[config.mk]
export PLATFORM = sky130hd
export DESIGN_NAME = uart_tx_sched
export DESIGN_NICKNAME = d
export VERILOG_FILES = /design/src/rtl/uart_tx_sched.sv
export SDC_FILE = /design/constraint.sdc
export NUM_CORES = 1
export LEC_CHECK = 0
export CORE_MARGIN = 3
export CORE_UTILIZATION = 50
export DETAILED_ROUTE_END_ITERATION = 10
export GPL_ROUTABILITY_DRIVEN = 0
export PLACE_DENSITY = 0.81
export REMOVE_ABC_BUFFERS = 1
export SLEW_MARGIN = 20
export SYNTH_ARGS = -nofsm -noshare
export SYNTH_HDL_FRONTEND = slang
export SYNTH_SLANG_ARGS = --single-unit
[constraint.sdc]
create_clock -name i_clk -period 2.1 [get_ports i_clk]
set_input_delay 0.21 -clock i_clk [delete_from_list [all_inputs] [get_ports i_clk]]
set_output_delay 0.21 -clock i_clk [all_outputs]
set_load 0.02 [all_outputs]
[src/rtl/uart_tx_sched.sv]
// Round-robin scheduler sharing one 8N1 UART transmit line between NUM_REQ byte producers.
// Bit timing comes from a clock-enable counter running on i_clk; no derived clocks.
module uart_tx_sched #(
    parameter int NUM_REQ      = 4,
    parameter int CLKS_PER_BIT = 2500
) (
    input  logic                       i_clk,
    input  logic                       i_rst,
    input  logic [NUM_REQ-1:0]         i_req_valid,
    input  logic [8*NUM_REQ-1:0]       i_req_data,
    output logic [NUM_REQ-1:0]         o_req_ready,
    output logic                       o_tx,
    output logic                       o_busy,
    output logic [$clog2(NUM_REQ)-1:0] o_grant_id
);

    localparam int GW = $clog2(NUM_REQ);
    localparam int CW = $clog2(CLKS_PER_BIT);

    typedef enum logic [1:0] {IDLE, START, DATA, STOP} state_t;

    state_t        state, state_n;
    logic [GW-1:0] ptr, ptr_n, winner, grant_n, scan_g;
    logic [CW-1:0] cnt, cnt_n;
    logic [2:0]    bidx, bidx_n;
    logic [7:0]    shift, shift_n;
    logic          tx_n, busy_n, found, bit_end, hs;
    logic [7:0]    req_byte [NUM_REQ];
    int            scan_idx;

    always_comb begin
        for (int k = 0; k < NUM_REQ; k++) begin
            req_byte[k] = i_req_data[8*k +: 8];
        end
    end

    // Scan ptr, ptr+1, ... modulo NUM_REQ; the first asserted valid wins.
    always_comb begin
        found    = 1'b0;
        winner   = '0;
        scan_idx = 0;
        scan_g   = '0;
        for (int i = 0; i < NUM_REQ; i++) begin
            scan_idx = (int'(ptr) + i) % NUM_REQ;
            scan_g   = GW'(scan_idx);
            if (!found && i_req_valid[scan_g]) begin
                found  = 1'b1;
                winner = scan_g;
            end
        end
    end

    // Gating with i_rst keeps ready low for the whole time reset is held.
    assign hs      = (state == IDLE) && found && !i_rst;
    assign bit_end = (cnt == CW'(CLKS_PER_BIT - 1));

    always_comb begin
        o_req_ready = '0;
        for (int k = 0; k < NUM_REQ; k++) begin
            o_req_ready[k] = hs && (GW'(k) == winner);
        end
    end

    always_comb begin
        state_n = state;
        ptr_n   = ptr;
        cnt_n   = cnt;
        bidx_n  = bidx;
        shift_n = shift;
        tx_n    = o_tx;
        busy_n  = o_busy;
        grant_n = o_grant_id;
        if (state != IDLE) begin
            cnt_n = bit_end ? '0 : cnt + CW'(1);
        end
        case (state)
            IDLE: begin
                if (hs) begin
                    shift_n = req_byte[winner];
                    grant_n = winner;
                    ptr_n   = (winner == GW'(NUM_REQ - 1)) ? '0 : winner + GW'(1);
                    cnt_n   = '0;
                    busy_n  = 1'b1;
                    tx_n    = 1'b0;
                    state_n = START;
                end
            end
            START: begin
                if (bit_end) begin
                    tx_n    = shift[0];
                    bidx_n  = 3'd0;
                    state_n = DATA;
                end
            end
            DATA: begin
                if (bit_end) begin
                    if (bidx != 3'd7) begin
                        shift_n = {1'b0, shift[7:1]};
                        tx_n    = shift[1];
                        bidx_n  = bidx + 3'd1;
                    end else begin
                        tx_n    = 1'b1;
                        state_n = STOP;
                    end
                end
            end
            STOP: begin
                tx_n = 1'b1;
                if (bit_end) begin
                    busy_n  = 1'b0;
                    state_n = IDLE;
                end
            end
            default: state_n = IDLE;
        endcase
    end

    always_ff @(posedge i_clk or posedge i_rst) begin
        if (i_rst) begin
            state      <= IDLE;
            ptr        <= '0;
            cnt        <= '0;
            bidx       <= 3'd0;
            shift      <= 8'd0;
            o_tx       <= 1'b1;
            o_busy     <= 1'b0;
            o_grant_id <= '0;
        end else begin
            state      <= state_n;
            ptr        <= ptr_n;
            cnt        <= cnt_n;
            bidx       <= bidx_n;
            shift      <= shift_n;
            o_tx       <= tx_n;
            o_busy     <= busy_n;
            o_grant_id <= grant_n;
        end
    end

endmodule

==> results.py <==
metrics = {
    "worst_setup_path": {
        "critPathTopFamily": "flip-flops",
        "crit_fanout": 5,
        "crit_start": "ptr[0]$_DFFE_PP0P_",
        "rr_startpoint": "ptr[1]$_DFFE_PP0P_",
        "crit_path_end_kind": "output pin",
        "worstSetupPathType": "flop to output pin",
        "crit_buf_inv": 3,
        "crit_chain": "inv_2 > a211o_1 > nand2_2 > o21ai_4 > buf_4 > ha_1 > and3_4 > buf_6",
        "worst_setup_path_start_kind": "flop",
        "slowest_delay_ps": 400,
        "cp.required_ps": 1890,
        "worst_ep_arrival_time_ps": 1780,
        "cp_slowest_cell": "dfrtp_2",
    },
    "power_and_ir_drop": {
        "internal_power_w": 0.00199,
        "p_sw_share_pct": 37.9,
        "p_clk_share_pct": 16.1,
        "p_seq_share_pct": 29.1,
        "power_w": 0.00319,
        "p_per_area_mw_per_mm2": 1120,
        "pwr-share-comb_pct": 54.8,
        "p_switching_w": 0.00121,
        "peakVddDrop_uv": 748,
        "p_leak_nw": 1.35,
    },
    "synthesis": {
        "post_synth_num_cell_types": 41,
        "synth_top_area_share_pct": 36.7,
        "yosysSeqAreaShare_pct": 38.0,
        "synth_area_per_cell_sq_um": 9.22,
        "synth_area_leaders": "dfrtp_1 37%, mux2i_1 9.3%, ha_1 6.7%",
        "yosysTopAreaCell": "dfrtp_1",
        "synth_warnings": 0,
        "ys_seq_elements": 31,
        "synthCells": 222,
        "syn_area_sq_mm": 0.00205,
    },
    "global_routing": {
        "grt_pass1_wl_microns": 8470,
        "grt_pass1_vias": 1905,
        "grt_max_degree": 32,
        "antenna_found_initial": 0,
        "grt.total_usage_pct": 21.1,
        "overflow": 0,
    },
    "placed_design": {
        "io_buffers": 45,
        "dp_hpwl_microns": 3660,
    },
    "detailed_routing": {
        "drc": 0,
        "wl_per_cell_microns": 13.8,
        "detail-route-antenna-nets": 0,
        "vias": 1889,
        "wirelength_microns": 4760,
        "viasPerCell": 5.49,
        "drtIter0Drc": 128,
        "first_pass_iters": 4,
    },
    "timing": {
        "max_freq_mhz": 502,
        "maxSlewViolCount": 0,
        "finalCritPeriodShare_pct": 94.9,
        "slew_headroom_pct": 74.4,
        "hold_viol": 0,
        "rsz0062_at_grt": "no",
        "setup_viol": 0,
        "finalCriticalPeriod_ps": 1990,
        "fin_skew_ps": 8.59,
        "hold_ws_ps": 328,
        "tightestPinTransition_ps": 384,
    },
    "run_status": {
        "outcome": "complete, no violations",
    },
    "clock_network": {
        "cts_tree": "yes",
        "cts.path.max_buffers": 2,
        "cts_inserted_buffers": 5,
        "ctsHoldBuffers": 0,
        "clkLatencyLatePin_ps": 290,
        "htreeDepth": 2,
        "cts_num_sinks": 31,
        "clkSlewWorstSetupHoldPaths_ps": 60,
        "clockRootBuffer": "clkbuf_8",
    },
    "hold_path": {
        "hold_class": "input port to asynchronous set/reset pin",
    },
    "floorplan": {
        "chipWidth_microns": 70.0,
        "core_area_sq_mm": 0.00380,
        "row_count": 22,
        "start_util_pct": 53.9,
        "io-pin-count": 46,
        "fp.dieH_microns": 70.0,
        "die-area_sq_mm": 0.00490,
    },
    "layout": {
        "seq_area_sq_um": 778,
        "fill_cells": 268,
        "drive_gt1_share_pct": 21.3,
        "multi_input_area_sq_mm": 0.00121,
        "syn2layout_area_growth_pct": 39.9,
        "n_antenna_cell": 0,
        "nNetsFinal": 344,
    },
    "run": {
        "max_cap_viol_count": 0,
    },
}
## repair_timing
item | CTS | global route
buffers inserted | 2 | 1
resized for setup | 22 | 13
endpoints found under the hold margin | 0 | 0
pin swaps | 2 | 5
endpoints found under the setup margin | 10 | 9
## sequential cells by signal (all words and copies together) (netlist names)
name	flops
shift	8
ptr	2
cnt	12
state	2
o_busy	1
o_tx	1
bidx	3
o_grant_id	2
## final cells by class
| cell class | count | area share [%] |
|---|---|---|
| inverter | 11 | 1.66 |
| sequential | 31 | 27.2 |
| multi-input combinational | 172 | 42.2 |
| timing repair buffer | 74 | 23.4 |
| tap | 48 | 2.10 |
| clock buffer | 8 | 3.50 |
## per-layer routing
metal	vias up	wire length [microns]	track usage, %
li1	945	-	-
met1	877	2030	25.5
met2	57	2340	35.5
met3	10	301	7.05
met4	0	87	6.38
met5	-	0	0
## worst paths after layout
path | slack [ps] | to | cells after the start
max in group asynchronous | 1450 | o_tx$_DFFE_PP1P_ | 3
worst min-delay path | 330 | cnt[2]$_DFF_PP0_ | 3
worst max register to register | 130 | shift[2]$_DFFE_PP0P_ | 9
min in group i_clk | 490 | cnt[8]$_DFF_PP0_ | 1
worst max-delay path | 110 | o_req_ready[2] | 8
worst min register to register | 490 | cnt[8]$_DFF_PP0_ | 1
## worst min-delay path, stage by stage
cell and delay [ps]:
clkdlybuf4s50_1 420, inv_1 60, buf_4 340
## Yosys cell counts (all sizes together)
cell type,instances
a32oi,1
clkbuf,5
xor2,2
or2,2
nor3,1
nor4,1
a21o,2
a31oi,2
and3,12
a221oi,1
nor2,12
a221o,6
o221ai,1
a2bb2oi,1
dfstp,1
inv,10
nor2b,1
dfrtp,30
and4bb,1
nand4,2
mux2,3
mux2i,19
a22o,4
o21ai,27
a32o,1
nand3,6
ha,11
nand2b,6
nand2,36
buf,3
clkinv,1
o31ai,1
mux4,1
a21oi,7
nand3b,1
a211o,1
## power groups by stage
stage / logic, W / clock network, W / registers, W
floorplan: 0.00101 / 0 / 0.000930
global placement: 0.00160 / 0 / 0.000924
detailed placement: 0.00166 / 0 / 0.000932
CTS: 0.00171 / 0.000525 / 0.000922
global route: 0.00194 / 0.000556 / 0.000954
finish: 0.00175 / 0.000516 / 0.000930
## stage by stage
| step | util (%) | instance area, sq um | setup TNS, ps | worst slack (ps) | std cells |
|---|---|---|---|---|---|
| 2_1_floorplan | - | 1990 | 0 | 126 | 214 |
| 3_3_place_gp | 71.2 | 2700 | -3140 | -380 | 333 |
| 3_5_place_dp | 71.2 | 2700 | -5000 | -523 | 333 |
| 4_1_cts | 74.5 | 2830 | 0 | 14.4 | 343 |
| 5_1_grt | 75.4 | 2860 | 0 | 2.90 | 344 |
| 6_report | 75.4 | 2860 | 0 | 108 | 344 |
## cell families (layout without fill, tap and decap cells)
logic type / Yosys count / count (layout) / synth area share (%)
mux: 23 / 23 / 12.0
simple gates: 81 / 81 / 19.8
fa+ha+maj: 11 / 11 / 6.72
buf+inv: 19 / 93 / 5.32
xor+xnor: 2 / 2 / 0.856
compound gates: 55 / 55 / 17.3
flops: 31 / 31 / 38.0
## cell usage in the layout, fill, tap and decap left out, types with 3 or more instances in the layout
cell / synthesis / routed
buf_4: 0 / 28
dlygate4sd2_1: 0 / 3
inv_1: 9 / 8
ha_1: 11 / 10
a221o_1: 6 / 6
nand2_1: 36 / 35
mux2_2: 3 / 3
clkdlybuf4s50_1: 0 / 38
nand2b_1: 6 / 6
mux2i_1: 19 / 19
a21oi_1: 7 / 6
and3_1: 12 / 10
a22o_1: 4 / 4
clkbuf_8: 0 / 7
nand3_1: 6 / 6
dfrtp_1: 30 / 29
nor2_1: 10 / 10
o21ai_0: 26 / 26
(Power assumes the default switching activity.)
